## config.mk

```make
export PLATFORM = sky130hd
export DESIGN_NAME = reg_rename_ctrl_flat
export DESIGN_NICKNAME = d
export VERILOG_FILES = /design/src/rtl/reg_rename_ctrl_pkg.sv /design/src/rtl/reg_rename_ctrl_if.sv /design/src/rtl/reg_rename_ctrl_commit_fifo.sv /design/src/rtl/reg_rename_ctrl.sv /design/src/flat_wrapper.sv
export SDC_FILE = /design/constraint.sdc
export NUM_CORES = 2
export LEC_CHECK = 0
export BUFFER_PORTS_ARGS = -buffer_cell sky130_fd_sc_hd__buf_2
export CORE_ASPECT_RATIO = 0.8
export CORE_MARGIN = 1
export CORE_UTILIZATION = 40
export CTS_CLUSTER_DIAMETER = 120
export CTS_CLUSTER_SIZE = 25
export DETAILED_ROUTE_END_ITERATION = 10
export SLEW_MARGIN = 20
export SYNTH_ARGS = -nofsm -noshare
export SYNTH_HDL_FRONTEND = slang
export SYNTH_HIERARCHICAL = 1
export SYNTH_SLANG_ARGS = --single-unit
```

## constraint.sdc

```tcl
create_clock -name clk -period 4.6 [get_ports clk]
set_clock_uncertainty 0.15 [all_clocks]
set_input_delay 0.23 -clock clk [delete_from_list [all_inputs] [get_ports clk]]
set_output_delay 0.23 -clock clk [all_outputs]
set_load 0.03 [all_outputs]
```

## src/rtl/reg_rename_ctrl_pkg.sv

```systemverilog
// Shared definitions for the register rename/commit controller: core-wide
// sizes, the Valid/Invalid/Null constants, FSM states and the record types
// that travel through the commit path.
package reg_rename_ctrl_pkg;

  localparam int REG_NUM     = 32;
  localparam int ADDR_W      = 5;
  localparam int TAG_W       = 4;
  localparam int DATA_W      = 32;
  localparam int CFIFO_DEPTH = 4;  // power of two, >= 2
  localparam int CFIFO_CNT_W = $clog2(CFIFO_DEPTH) + 1;

  localparam logic              VALID     = 1'b1;
  localparam logic              INVALID   = 1'b0;
  localparam logic [TAG_W-1:0]  NULL_TAG  = '0;
  localparam logic [DATA_W-1:0] NULL_DATA = '0;

  typedef enum logic [1:0] {
    ST_RUN   = 2'd0,
    ST_DRAIN = 2'd1,
    ST_CLEAR = 2'd2
  } state_e;

  // One buffered ROB commit.
  typedef struct packed {
    logic [ADDR_W-1:0] addr;
    logic [TAG_W-1:0]  tag;
    logic [DATA_W-1:0] data;
  } commit_t;

  // Result of one operand lookup.
  typedef struct packed {
    logic              busy;
    logic [TAG_W-1:0]  tag;
    logic [DATA_W-1:0] data;
  } rd_t;

endpackage

```

## src/rtl/reg_rename_ctrl_if.sv

```systemverilog
// Rename, operand-lookup and commit signals between ID/dispatch/ROB and the
// rename controller. slave = the controller, master = the pipeline side.
interface reg_rename_ctrl_if;
  import reg_rename_ctrl_pkg::*;

  logic              ID_reg_dest_valid;
  logic [ADDR_W-1:0] ID_reg_dest_addr;
  logic [TAG_W-1:0]  ID_reg_dest_reorder;
  logic [ADDR_W-1:0] ID_reg1_addr;
  logic [ADDR_W-1:0] ID_reg2_addr;
  logic              dispatch_reg1_busy;
  logic              dispatch_reg2_busy;
  logic [DATA_W-1:0] dispatch_reg1_data;
  logic [DATA_W-1:0] dispatch_reg2_data;
  logic [TAG_W-1:0]  dispatch_reg1_reorder;
  logic [TAG_W-1:0]  dispatch_reg2_reorder;
  logic              ROB_commit_valid;
  logic [ADDR_W-1:0] ROB_commit_addr;
  logic [TAG_W-1:0]  ROB_commit_reorder;
  logic [DATA_W-1:0] ROB_commit_data;
  logic              ROB_commit_ready;
  logic              ROB_flush;
  logic              ID_stall;

  modport slave (
    input  ID_reg_dest_valid, ID_reg_dest_addr, ID_reg_dest_reorder,
    input  ID_reg1_addr, ID_reg2_addr,
    output dispatch_reg1_busy, dispatch_reg2_busy,
    output dispatch_reg1_data, dispatch_reg2_data,
    output dispatch_reg1_reorder, dispatch_reg2_reorder,
    input  ROB_commit_valid, ROB_commit_addr, ROB_commit_reorder, ROB_commit_data,
    output ROB_commit_ready,
    input  ROB_flush,
    output ID_stall
  );

  modport master (
    output ID_reg_dest_valid, ID_reg_dest_addr, ID_reg_dest_reorder,
    output ID_reg1_addr, ID_reg2_addr,
    input  dispatch_reg1_busy, dispatch_reg2_busy,
    input  dispatch_reg1_data, dispatch_reg2_data,
    input  dispatch_reg1_reorder, dispatch_reg2_reorder,
    output ROB_commit_valid, ROB_commit_addr, ROB_commit_reorder, ROB_commit_data,
    input  ROB_commit_ready,
    output ROB_flush,
    input  ID_stall
  );

endinterface

```

## src/rtl/reg_rename_ctrl_commit_fifo.sv

```systemverilog
// Commit FIFO: synchronous push/pop gated by a global enable, with count,
// full and empty. Pushes while full and pops while empty are dropped.
module reg_rename_ctrl_commit_fifo #(
  parameter int WIDTH = 8,
  parameter int DEPTH = 4
) (
  input  logic                   clk,
  input  logic                   rst_n,
  input  logic                   i_en,
  input  logic                   i_push,
  input  logic                   i_pop,
  input  logic [WIDTH-1:0]       i_din,
  output logic [WIDTH-1:0]       o_dout,
  output logic [$clog2(DEPTH):0] o_count,
  output logic                   o_full,
  output logic                   o_empty
);

  localparam int PW = $clog2(DEPTH);

  logic [WIDTH-1:0] r_mem [DEPTH];
  logic [PW-1:0]    r_wr_ptr;
  logic [PW-1:0]    r_rd_ptr;
  logic [PW:0]      r_count;
  logic             w_push;
  logic             w_pop;

  assign o_full  = (r_count == (PW+1)'(DEPTH));
  assign o_empty = (r_count == '0);
  assign w_push  = i_en && i_push && !o_full;
  assign w_pop   = i_en && i_pop && !o_empty;
  assign o_dout  = r_mem[r_rd_ptr];
  assign o_count = r_count;

  // Entry storage.
  // NOTE: storage carries no reset; an entry is only read after its push
  // writes it, and the pointers/count below define what is valid.
  always_ff @(posedge clk) begin
    if (w_push) r_mem[r_wr_ptr] <= i_din;
  end

  // Pointers wrap naturally at DEPTH; count tracks occupancy.
  // NOTE: sequential state uses <= so every register samples pre-edge values.
  always_ff @(posedge clk or negedge rst_n) begin
    if (!rst_n) begin
      r_wr_ptr <= '0;
      r_rd_ptr <= '0;
      r_count  <= '0;
    end else begin
      if (w_push) r_wr_ptr <= r_wr_ptr + 1'b1;
      if (w_pop)  r_rd_ptr <= r_rd_ptr + 1'b1;
      r_count <= r_count + (PW+1)'(w_push) - (PW+1)'(w_pop);
    end
  end

endmodule

```

## src/rtl/reg_rename_ctrl.sv

```systemverilog
// Rename/commit controller for the architectural register file. Holds the
// value, busy and reorder-tag arrays, records renames from ID, sequences
// buffered ROB commits into register writes and clears rename state on a
// ROB flush (RUN -> DRAIN -> CLEAR -> RUN).
// Optional: define RENAME_BYPASS_EN to forward the popping commit onto a
// matching busy operand read in the same cycle.
module reg_rename_ctrl
  import reg_rename_ctrl_pkg::*;
(
  input  logic              clk,
  input  logic              rst_n,
  input  logic              rdy,
  reg_rename_ctrl_if.slave  bus
);

  state_e                 r_state;
  state_e                 w_state_nxt;
  logic [DATA_W-1:0]      r_regs [REG_NUM];
  logic [TAG_W-1:0]       r_tags [REG_NUM];
  logic [REG_NUM-1:0]     r_busy;

  commit_t                w_push_ent;
  commit_t                w_head;
  logic [CFIFO_CNT_W-1:0] w_count;
  logic [CFIFO_CNT_W-1:0] w_count_nxt;
  logic                   w_full;
  logic                   w_empty;
  logic                   w_accept;
  logic                   w_pop;
  logic                   w_rename;

  logic [ADDR_W-1:0]      w_rd_addr [2];
  logic [1:0]             w_byp;
  rd_t                    w_rd [2];

  assign bus.ROB_commit_ready = rst_n && rdy && (r_state == ST_RUN) && !w_full;
  assign bus.ID_stall         = (r_state != ST_RUN);

  assign w_accept    = bus.ROB_commit_valid && bus.ROB_commit_ready;
  assign w_pop       = rdy && !w_empty;
  assign w_rename    = rdy && (r_state == ST_RUN) && bus.ID_reg_dest_valid &&
                       (bus.ID_reg_dest_addr != '0);
  assign w_count_nxt = w_count + CFIFO_CNT_W'(w_accept) - CFIFO_CNT_W'(w_pop);
  assign w_push_ent  = '{addr: bus.ROB_commit_addr, tag: bus.ROB_commit_reorder,
                         data: bus.ROB_commit_data};

  reg_rename_ctrl_commit_fifo #(
    .WIDTH ($bits(commit_t)),
    .DEPTH (CFIFO_DEPTH)
  ) u_fifo (
    .clk     (clk),
    .rst_n   (rst_n),
    .i_en    (rdy),
    .i_push  (w_accept),
    .i_pop   (w_pop),
    .i_din   (w_push_ent),
    .o_dout  (w_head),
    .o_count (w_count),
    .o_full  (w_full),
    .o_empty (w_empty)
  );

  // FSM state register.
  always_ff @(posedge clk or negedge rst_n) begin
    if (!rst_n) r_state <= ST_RUN;
    else        r_state <= w_state_nxt;
  end

  // Next state: a flush drains whatever is still buffered, then clears.
  // NOTE: every always_comb output is defaulted first so no latch is inferred.
  always_comb begin
    w_state_nxt = r_state;
    if (rdy) begin
      case (r_state)
        ST_RUN:   if (bus.ROB_flush) w_state_nxt = (w_count_nxt != '0) ? ST_DRAIN : ST_CLEAR;
        ST_DRAIN: if (w_count_nxt == '0) w_state_nxt = ST_CLEAR;
        ST_CLEAR: w_state_nxt = ST_RUN;
        default:  w_state_nxt = ST_RUN;
      endcase
    end
  end

  // Register file and rename state. A same-cycle rename is written after the
  // commit pop so it overrides the busy clear and tag for that register.
  always_ff @(posedge clk or negedge rst_n) begin
    if (!rst_n) begin
      r_busy <= '0;
      for (int i = 0; i < REG_NUM; i++) begin
        r_regs[i] <= NULL_DATA;
        r_tags[i] <= NULL_TAG;
      end
    end else if (rdy) begin
      if (r_state == ST_CLEAR) begin
        r_busy <= '0;
        for (int i = 0; i < REG_NUM; i++) r_tags[i] <= NULL_TAG;
      end else begin
        if (w_pop && (w_head.addr != '0)) begin
          r_regs[w_head.addr] <= w_head.data;
          if (r_tags[w_head.addr] == w_head.tag) r_busy[w_head.addr] <= INVALID;
        end
        if (w_rename) begin
          r_busy[bus.ID_reg_dest_addr] <= VALID;
          r_tags[bus.ID_reg_dest_addr] <= bus.ID_reg_dest_reorder;
        end
      end
    end
  end

  assign w_rd_addr[0] = bus.ID_reg1_addr;
  assign w_rd_addr[1] = bus.ID_reg2_addr;

`ifdef RENAME_BYPASS_EN
  // Forward the popping commit when it resolves the register being read.
  always_comb begin
    for (int p = 0; p < 2; p++) begin
      w_byp[p] = w_pop && (w_head.addr == w_rd_addr[p]) &&
                 (w_head.tag == r_tags[w_rd_addr[p]]);
    end
  end
`else
  assign w_byp = '0;
`endif

  // Operand lookup: x0, then busy (tag), then committed value.
  always_comb begin
    for (int p = 0; p < 2; p++) begin
      w_rd[p] = '0;
      if (w_rd_addr[p] != '0) begin
        if (r_busy[w_rd_addr[p]]) begin
          if (w_byp[p]) begin
            w_rd[p].data = w_head.data;
          end else begin
            w_rd[p].busy = VALID;
            w_rd[p].tag  = r_tags[w_rd_addr[p]];
          end
        end else begin
          w_rd[p].data = r_regs[w_rd_addr[p]];
        end
      end
    end
  end

  assign bus.dispatch_reg1_busy    = w_rd[0].busy;
  assign bus.dispatch_reg1_reorder = w_rd[0].tag;
  assign bus.dispatch_reg1_data    = w_rd[0].data;
  assign bus.dispatch_reg2_busy    = w_rd[1].busy;
  assign bus.dispatch_reg2_reorder = w_rd[1].tag;
  assign bus.dispatch_reg2_data    = w_rd[1].data;

endmodule

```

## src/flat_wrapper.sv

```systemverilog
// flat-port wrapper written by rule: the top's interface ports become plain ports
module reg_rename_ctrl_flat import reg_rename_ctrl_pkg::*;
  (clk, rst_n, rdy, bus_ID_reg_dest_valid, bus_ID_reg_dest_addr, bus_ID_reg_dest_reorder, bus_ID_reg1_addr, bus_ID_reg2_addr, bus_dispatch_reg1_busy, bus_dispatch_reg2_busy, bus_dispatch_reg1_data, bus_dispatch_reg2_data, bus_dispatch_reg1_reorder, bus_dispatch_reg2_reorder, bus_ROB_commit_valid, bus_ROB_commit_addr, bus_ROB_commit_reorder, bus_ROB_commit_data, bus_ROB_commit_ready, bus_ROB_flush, bus_ID_stall);
  reg_rename_ctrl_if bus_i ();
  input  logic clk;
  input  logic rst_n;
  input  logic rdy;
  input wire logic [$bits(bus_i.ID_reg_dest_valid)-1:0] bus_ID_reg_dest_valid;
  input wire logic [$bits(bus_i.ID_reg_dest_addr)-1:0] bus_ID_reg_dest_addr;
  input wire logic [$bits(bus_i.ID_reg_dest_reorder)-1:0] bus_ID_reg_dest_reorder;
  input wire logic [$bits(bus_i.ID_reg1_addr)-1:0] bus_ID_reg1_addr;
  input wire logic [$bits(bus_i.ID_reg2_addr)-1:0] bus_ID_reg2_addr;
  output wire logic [$bits(bus_i.dispatch_reg1_busy)-1:0] bus_dispatch_reg1_busy;
  output wire logic [$bits(bus_i.dispatch_reg2_busy)-1:0] bus_dispatch_reg2_busy;
  output wire logic [$bits(bus_i.dispatch_reg1_data)-1:0] bus_dispatch_reg1_data;
  output wire logic [$bits(bus_i.dispatch_reg2_data)-1:0] bus_dispatch_reg2_data;
  output wire logic [$bits(bus_i.dispatch_reg1_reorder)-1:0] bus_dispatch_reg1_reorder;
  output wire logic [$bits(bus_i.dispatch_reg2_reorder)-1:0] bus_dispatch_reg2_reorder;
  input wire logic [$bits(bus_i.ROB_commit_valid)-1:0] bus_ROB_commit_valid;
  input wire logic [$bits(bus_i.ROB_commit_addr)-1:0] bus_ROB_commit_addr;
  input wire logic [$bits(bus_i.ROB_commit_reorder)-1:0] bus_ROB_commit_reorder;
  input wire logic [$bits(bus_i.ROB_commit_data)-1:0] bus_ROB_commit_data;
  output wire logic [$bits(bus_i.ROB_commit_ready)-1:0] bus_ROB_commit_ready;
  input wire logic [$bits(bus_i.ROB_flush)-1:0] bus_ROB_flush;
  output wire logic [$bits(bus_i.ID_stall)-1:0] bus_ID_stall;
  assign bus_i.ID_reg_dest_valid = bus_ID_reg_dest_valid;
  assign bus_i.ID_reg_dest_addr = bus_ID_reg_dest_addr;
  assign bus_i.ID_reg_dest_reorder = bus_ID_reg_dest_reorder;
  assign bus_i.ID_reg1_addr = bus_ID_reg1_addr;
  assign bus_i.ID_reg2_addr = bus_ID_reg2_addr;
  assign bus_dispatch_reg1_busy = bus_i.dispatch_reg1_busy;
  assign bus_dispatch_reg2_busy = bus_i.dispatch_reg2_busy;
  assign bus_dispatch_reg1_data = bus_i.dispatch_reg1_data;
  assign bus_dispatch_reg2_data = bus_i.dispatch_reg2_data;
  assign bus_dispatch_reg1_reorder = bus_i.dispatch_reg1_reorder;
  assign bus_dispatch_reg2_reorder = bus_i.dispatch_reg2_reorder;
  assign bus_i.ROB_commit_valid = bus_ROB_commit_valid;
  assign bus_i.ROB_commit_addr = bus_ROB_commit_addr;
  assign bus_i.ROB_commit_reorder = bus_ROB_commit_reorder;
  assign bus_i.ROB_commit_data = bus_ROB_commit_data;
  assign bus_ROB_commit_ready = bus_i.ROB_commit_ready;
  assign bus_i.ROB_flush = bus_ROB_flush;
  assign bus_ID_stall = bus_i.ID_stall;
  reg_rename_ctrl u_core (.clk(clk), .rst_n(rst_n), .rdy(rdy), .bus(bus_i));
endmodule
```

# Word-level counts from Yosys, hierarchy flattened
# Memories as Yosys holds them, arrays and structs flattened.
# Index checks and enable logic that the tools add are counted.
[classes]
n_mux = 49
bitwise = 8
div = 0
n_mul = 0
add_sub_neg = 6
eq_ne = 6
n_lt_le_gt_ge = 12
shift = 0
reduce_logical = 32
[ops]
columns = ["operator", "count"]
rows = [
  ["1024-bit bitwise mux", 1],
  ["32-bit 2-to-1 mux", 13],
  ["32-bit binary-select mux with 5-bit select", 2],
  ["128-bit 2-to-1 mux", 2],
  ["32-bit demux with 5-bit select", 1],
  ["128-bit bitwise mux", 1],
  ["37-bit 2-to-1 mux", 2],
  ["4-bit binary-select mux with 5-bit select", 3],
  ["32-bit AND", 1],
  ["32-bit inverter", 1],
  ["32-bit bitwise OR", 1],
  ["4-bit 2-to-1 mux", 7],
  ["6-bit >= comparator, second input constant", 4],
  ["5-bit by 6-bit < comparator with 1-bit output, second input constant", 4],
  ["5-bit inverter with 6-bit output", 4],
  ["4-bit demux with 5-bit select", 1],
  ["5-bit nonzero test", 4],
  ["1-bit logical AND", 17],
  ["6-bit by 1-bit < comparator with 1-bit output, second input constant", 2],
  ["1-bit binary-select mux with 5-bit select", 2],
  ["1-bit demux with 5-bit select", 2],
  ["5-bit by 1-bit >= comparator with 1-bit output, second input constant", 2],
  ["5-bit 2-to-1 mux", 2],
  ["3-bit by 1-bit adder with 3-bit output", 2],
  ["other kinds (19)", 32],
]
[totals]
n_memories = 1
wordCells = 183
input_bits = 66
latchBits = 0
ff_bits = 1193
mem_bits_ro = 0
ram_bits = 164
[mem_list]
columns = ["memory", "depth", "word_bits", "read_ports", "rd_clocked_by_memory_dff", "write_ports", "line_no", "source"]
rows = [
  ["u_core.u_fifo.r_mem", 4, 41, 1, 0, 1, "reg_rename_ctrl_commit_fifo.sv:21", "logic [WIDTH-1:0] r_mem [DEPTH];"],
]

# Depth between registers and ports, before layout
# An unclocked memory read counts as a cell.
[depth]
depth_word = 14
ltp_mapped = 13
mapped_depth_nobuf = 13

# Modules after synthesis
# The synthesis kept the hierarchy.
[modules_own_cells]
columns = ["mod", "n_inst", "seq_area_each_um2", "area_each_um2", "cells_per_inst"]
rows = [
  ["reg_rename_ctrl", 1, 29678.5, 64677.0, 4240],
  ["reg_rename_ctrl_commit_fifo", 1, 5099.9, 6394.9, 251],
]

# Least setup slack after synthesis
# No wires, ideal clock.
[synth_path]
kind = "register to register"
start = "register u_core.u_fifo.r_count[2] (netlist: u_core/u_fifo/o_count[2])"
end = "register u_core.r_state[1]"
period_less_slack_ps = 3216
path_slack_ps = 1384
required_time_ps = 4386
path_buffers = 0
arrival_ps = 3002
stages_incl_launch_ff = 14
cell_sequence = "dfrtp_1 nor3b_4 and4b_1 and2_1 inv_1 ha_1 inv_1 ha_1 fa_1 xor2_1 xnor2_1 or3_1 nor3_1 mux2_2"
[synth_via]
elab_chain_cells = 10
elab_cells_between_ends = 16
cone_classes = "2 x add/sub; 2 x eq/ne; 3 x mux; 9 x reduce/logical"
[synth_lines]
columns = ["element", "line_no", "source"]
rows = [
  ["from (decl)", "reg_rename_ctrl_commit_fifo.sv:24", "logic [PW:0] r_count;"],
  ["from (signal assigned)", "reg_rename_ctrl_commit_fifo.sv:52", "r_count <= r_count + (PW+1)'(w_push) - (PW+1)'(w_pop);"],
  ["3-bit equality test *", "reg_rename_ctrl_commit_fifo.sv:28", "assign o_full = (r_count == (PW+1)'(DEPTH));"],
  ["net u_core.w_full", "reg_rename_ctrl.sv:26", "logic w_full;"],
  ["1-bit logical NOT *", "reg_rename_ctrl.sv:36", "assign bus.ROB_commit_ready = rst_n && rdy && (r_state == ST_RUN) && !w_full;"],
  ["1-bit logical AND *", "reg_rename_ctrl.sv:36", ""],
  ["net bus_ROB_commit_ready", "flat_wrapper.sv:23", "output wire logic [$bits(bus_i.ROB_commit_ready)-1:0] bus_ROB_commit_ready;"],
  ["1-bit logical AND *", "reg_rename_ctrl.sv:39", "assign w_accept = bus.ROB_commit_valid && bus.ROB_commit_ready;"],
  ["net u_core.w_accept", "reg_rename_ctrl.sv:28", "logic w_accept;"],
  ["3-bit by 1-bit adder with 3-bit output *", "reg_rename_ctrl.sv:43", "assign w_count_nxt = w_count + CFIFO_CNT_W'(w_accept) - CFIFO_CNT_W'(w_pop);"],
  ["3-bit by 1-bit subtractor with 3-bit output *", "reg_rename_ctrl.sv:43", ""],
  ["3-bit nonzero test", "reg_rename_ctrl.sv:75", "ST_RUN: if (bus.ROB_flush) w_state_nxt = (w_count_nxt != '0) ? ST_DRAIN : ST_CLEAR;"],
  ["2-bit 2-to-1 mux (2 in a row)", "reg_rename_ctrl.sv:75", ""],
  ["2-bit case mux with 2 select lines", "reg_rename_ctrl.sv:74", "case (r_state)"],
  ["to (signal assigned)", "reg_rename_ctrl.sv:66", "else r_state <= w_state_nxt;"],
  ["to (decl)", "reg_rename_ctrl.sv:16", "state_e r_state;"],
]
# Mark *: on every way through the listed nets, which the timed path passes. The rest lies on a longest branch. The select of a mux whose other input is x is not followed.
# A chain may end at the register's enable or synchronous reset.

# Worst setup path in the final report
[layout_path]
start = "register u_core.r_busy[12]"
end = "output bus_dispatch_reg2_data[1]"
[layout_via]
elab_chain_cells = 4
[layout_lines]
columns = ["element", "line_no", "source"]
rows = [
  ["from (decl)", "reg_rename_ctrl.sv:20", "logic [REG_NUM-1:0] r_busy;"],
  ["from (signal assigned)", "reg_rename_ctrl.sv:87", "r_busy <= '0;"],
  ["from (signal assigned)", "reg_rename_ctrl.sv:94", "r_busy <= '0;"],
  ["from (signal, indexed assignment)", "reg_rename_ctrl.sv:99", "if (r_tags[w_head.addr] == w_head.tag) r_busy[w_head.addr] <= INVALID;"],
  ["1-bit binary-select mux with 5-bit select", "reg_rename_ctrl.sv:129", "if (r_busy[w_rd_addr[p]]) begin"],
  ["1-bit 2-to-1 mux (implied by the code)", "reg_rename_ctrl.sv:129", ""],
  ["32-bit 2-to-1 mux", "reg_rename_ctrl.sv:129", ""],
  ["37-bit 2-to-1 mux", "reg_rename_ctrl.sv:128", "if (w_rd_addr[p] != '0) begin"],
  ["to (decl)", "flat_wrapper.sv:16", "output wire logic [$bits(bus_i.dispatch_reg2_data)-1:0] bus_dispatch_reg2_data;"],
]
# No other way between the ends. The select of a mux whose other input is x is not followed.

==> metrics.txt <==
Synth area leaders dfrtp_1 (42%), mux4_2 (25%), mux2_2 (15%), edfxtp_1 (6.9%), mux2i_1 (1.9%); routability cong. between 0.8 and 0.9; share of post-route cells with drive strength above 1 0.484; Die X about 470 µm; Post-Syn Instances between 4000 and 5000; Routed Antenna Nets 0; core area 175000 µm²; die height between 300 and 400 µm; Worst Hold Path Cells 2; Max FO, Critical Path 32; minimum clock period between 4000 and 5000 ps; Routed WL about 210000 µm; yosys warns 6; Die Footprint 179000 µm²; maximum clock path buffer count 3; DR vias between 40000 and 50000; Final HPWL DP 125000 µm; required time of the critical path 4220 ps; Setup-failing EPs final 0; status finished, final reports clean; Layout Utilization 0.436; DR DRC count 0; multi-input combinational cell area approximately 34000 µm²; PD cells 525 nW/µm²; register area roughly 35000 µm²; Slew Limit Fails 0; LEAKAGE 31.6 nW; IO Pins approximately 140; Worst setup EP type primary output; Post-Syn Area roughly 71000 µm²; Hold Fails Final Rpt 0; first-pass detailed-route iteration total 6; Initial Utilization 0.405; Setup CP Type reg2out; vias in the first global route ~43000; fmax approximately 240 MHz; Hold Crit Class in2reg; Post-CTS Resized 0; Synth top cells by count dfrtp_1 (1193), mux2_2 (963), mux4_2 (778); H-tree depth 2; async set or reset register ratio after synthesis 0.879; number of fill cells between 15000 and 20000; Most used DFF post-synth dfrtp_1; cts bufs inserted 60; Rel. slew slack 0.252; RSZ-0062 raised after global routing no; initial drt markers 4201; Max VDD drop approximately 0.36 mV; post-synthesis sequential area ratio 0.489; initial antenna violation count 4; Worst setup SP type flip-flop; Mapped Avg Cell Area 15.8 µm²; Max Cap Viol 0; cell with the most instances after synthesis dfrtp_1; Yosys top cell area share 0.420; Root Buffer clkbuf_16; Syn-to-layout area delta 7.54%; Overflow after GRT 0; Final TNS setup 0 ps; IO Port Bufs between 100 and 150; first-pass GRT wire length around 310000 µm; Distinct cells, synth 56; TritonCTS clock tree built; #FFs+latches synth around 1400; row count between 100 and 150; Synth Net Count roughly 4600; final period utilization 0.891; Worst R2R Path Depth 9; Clock Latency Late Sink about 750 ps; Reg clk slew, reported paths approximately 100 ps; wire per inst ~31 µm; WP data arrival 3720 ps; Post-synth EDFFs around 160; CTS Sinks around 1400; Worst Tran Pin Value roughly 1100 ps; total track usage 0.237; cell taking the most area after synthesis dfrtp_1; pin count of the biggest net entering global routing roughly 180; Vias/cell between 6 and 7; Final Net Count around 4500
placed cells by master, fill, tap and decap left out, types with 8 or more instances in the layout:
cell type	netlist	routed
a21oi_1	60	60
a32o_1	16	16
and2_1	16	12
buf_12	4	40
buf_2	138	130
buf_4	22	74
clkbuf_1	254	11
clkbuf_16	0	62
dfrtp_1	1193	1191
dlygate4sd3_1	0	59
edfxtp_1	164	164
ha_1	8	8
inv_1	17	17
mux2_2	963	963
mux2_4	30	30
mux2i_1	138	138
mux4_2	778	778
nand2_1	229	223
nand3_1	21	15
nor2_1	128	114
nor2_4	0	14
nor3_1	35	35
nor4_1	11	10
o21ai_0	108	108
o22ai_1	32	32
layout make-up:
type / count / share of cell area
Clock buffer: 73 / 0.0208
Tap cell: 2363 / 0.0387
Multi-Input combinational cell: 2650 / 0.449
Inverter: 17 / 0.000835
Sequential cell: 1357 / 0.455
Antenna cell: 3 / 0.0000982
Clock inverter: 3 / 0.000507
Timing Repair Buffer: 310 / 0.0354
worst paths after layout:
kind                                           start                         end  slack (ps)
min                        bus_ROB_commit_reorder[0]  u_core/u_fifo/r_mem[2][32]          80
min in group asynchronous                      rst_n          u_core/r_tags[106]         510
max                                u_core/r_busy[12]   bus_dispatch_reg2_data[1]         500
min reg2reg                       u_core/r_regs[995]          u_core/r_regs[995]         250
max reg2reg                u_core/u_fifo/r_rd_ptr[0]            u_core/r_busy[6]         590
max in group asynchronous                      rst_n          u_core/r_regs[347]        1600
worst max-delay path, stage by stage, from the launching register on:
cell	delay (ps)
dfrtp_1	430
mux4_2	460
mux4_2	530
mux2i_1	210
nand2_2	500
nor2_1	550
buf_2	280
stage by stage:
step	cell area, µm²	cells	total power [W]	worst slack, ps	hold slack, ps
6_report	76400	6776	0.0401	501	77.0
5_1_grt	76400	6775	0.0421	448	59.9
3_5_place_dp	74200	6637	0.0338	706	-10.0
2_1_floorplan	71100	4491	0.0289	1380	-216
3_3_place_gp	74200	6637	0.0333	705	-20.8
4_1_cts	76400	6773	0.0403	483	18.5
power by group:
part / internal (W) / switching [W] / total (W)
Clock: 0.00246 / 0.00392 / 0.00638
Sequential: 0.0157 / 0.00270 / 0.0184
Combinational: 0.00787 / 0.00744 / 0.0153
Total: 0.0261 / 0.0141 / 0.0401
cells by family (layout without fill, tap and decap cells):
family | after synthesis | count (layout) | synth area share
adders and majority gates | 10 | 10 | 0.00197
and+or+nand+nor | 494 | 494 | 0.0318
DFF | 1357 | 1357 | 0.489
other | 0 | 3 | 0
muxes | 1913 | 1913 | 0.426
AOI/OAI and AO/OA | 222 | 222 | 0.0176
buffers and inverters | 484 | 403 | 0.0319
xor gates and xnor gates | 11 | 11 | 0.00136
registers in the layout, summed over array words and instances, names as in the netlist:
name,cells
u_core/u_fifo/r_wr_ptr,2
u_core/u_fifo/o_count,3
u_core/r_busy,32
u_core/u_fifo/r_rd_ptr,2
u_core/r_tags,128
u_core/r_state,2
u_core/r_regs,1024
u_core/u_fifo/r_mem,164
per-layer routing:
metal | global-route usage | vias to the layer above | share of wire
met5 | 0 | - | 0.000085
met3 | 0.0423 | 229 | 0.071
met1 | 0.348 | 23219 | 0.44
li1 | - | 17167 | -
met2 | 0.364 | 1480 | 0.46
met4 | 0.0607 | 2 | 0.026
timing repair:
action,in CTS,in global routing
hold buffers,60,0
buffers inserted,0,0
endpoints found under the hold margin,707,0
Power figures use the tool's default switching activity.
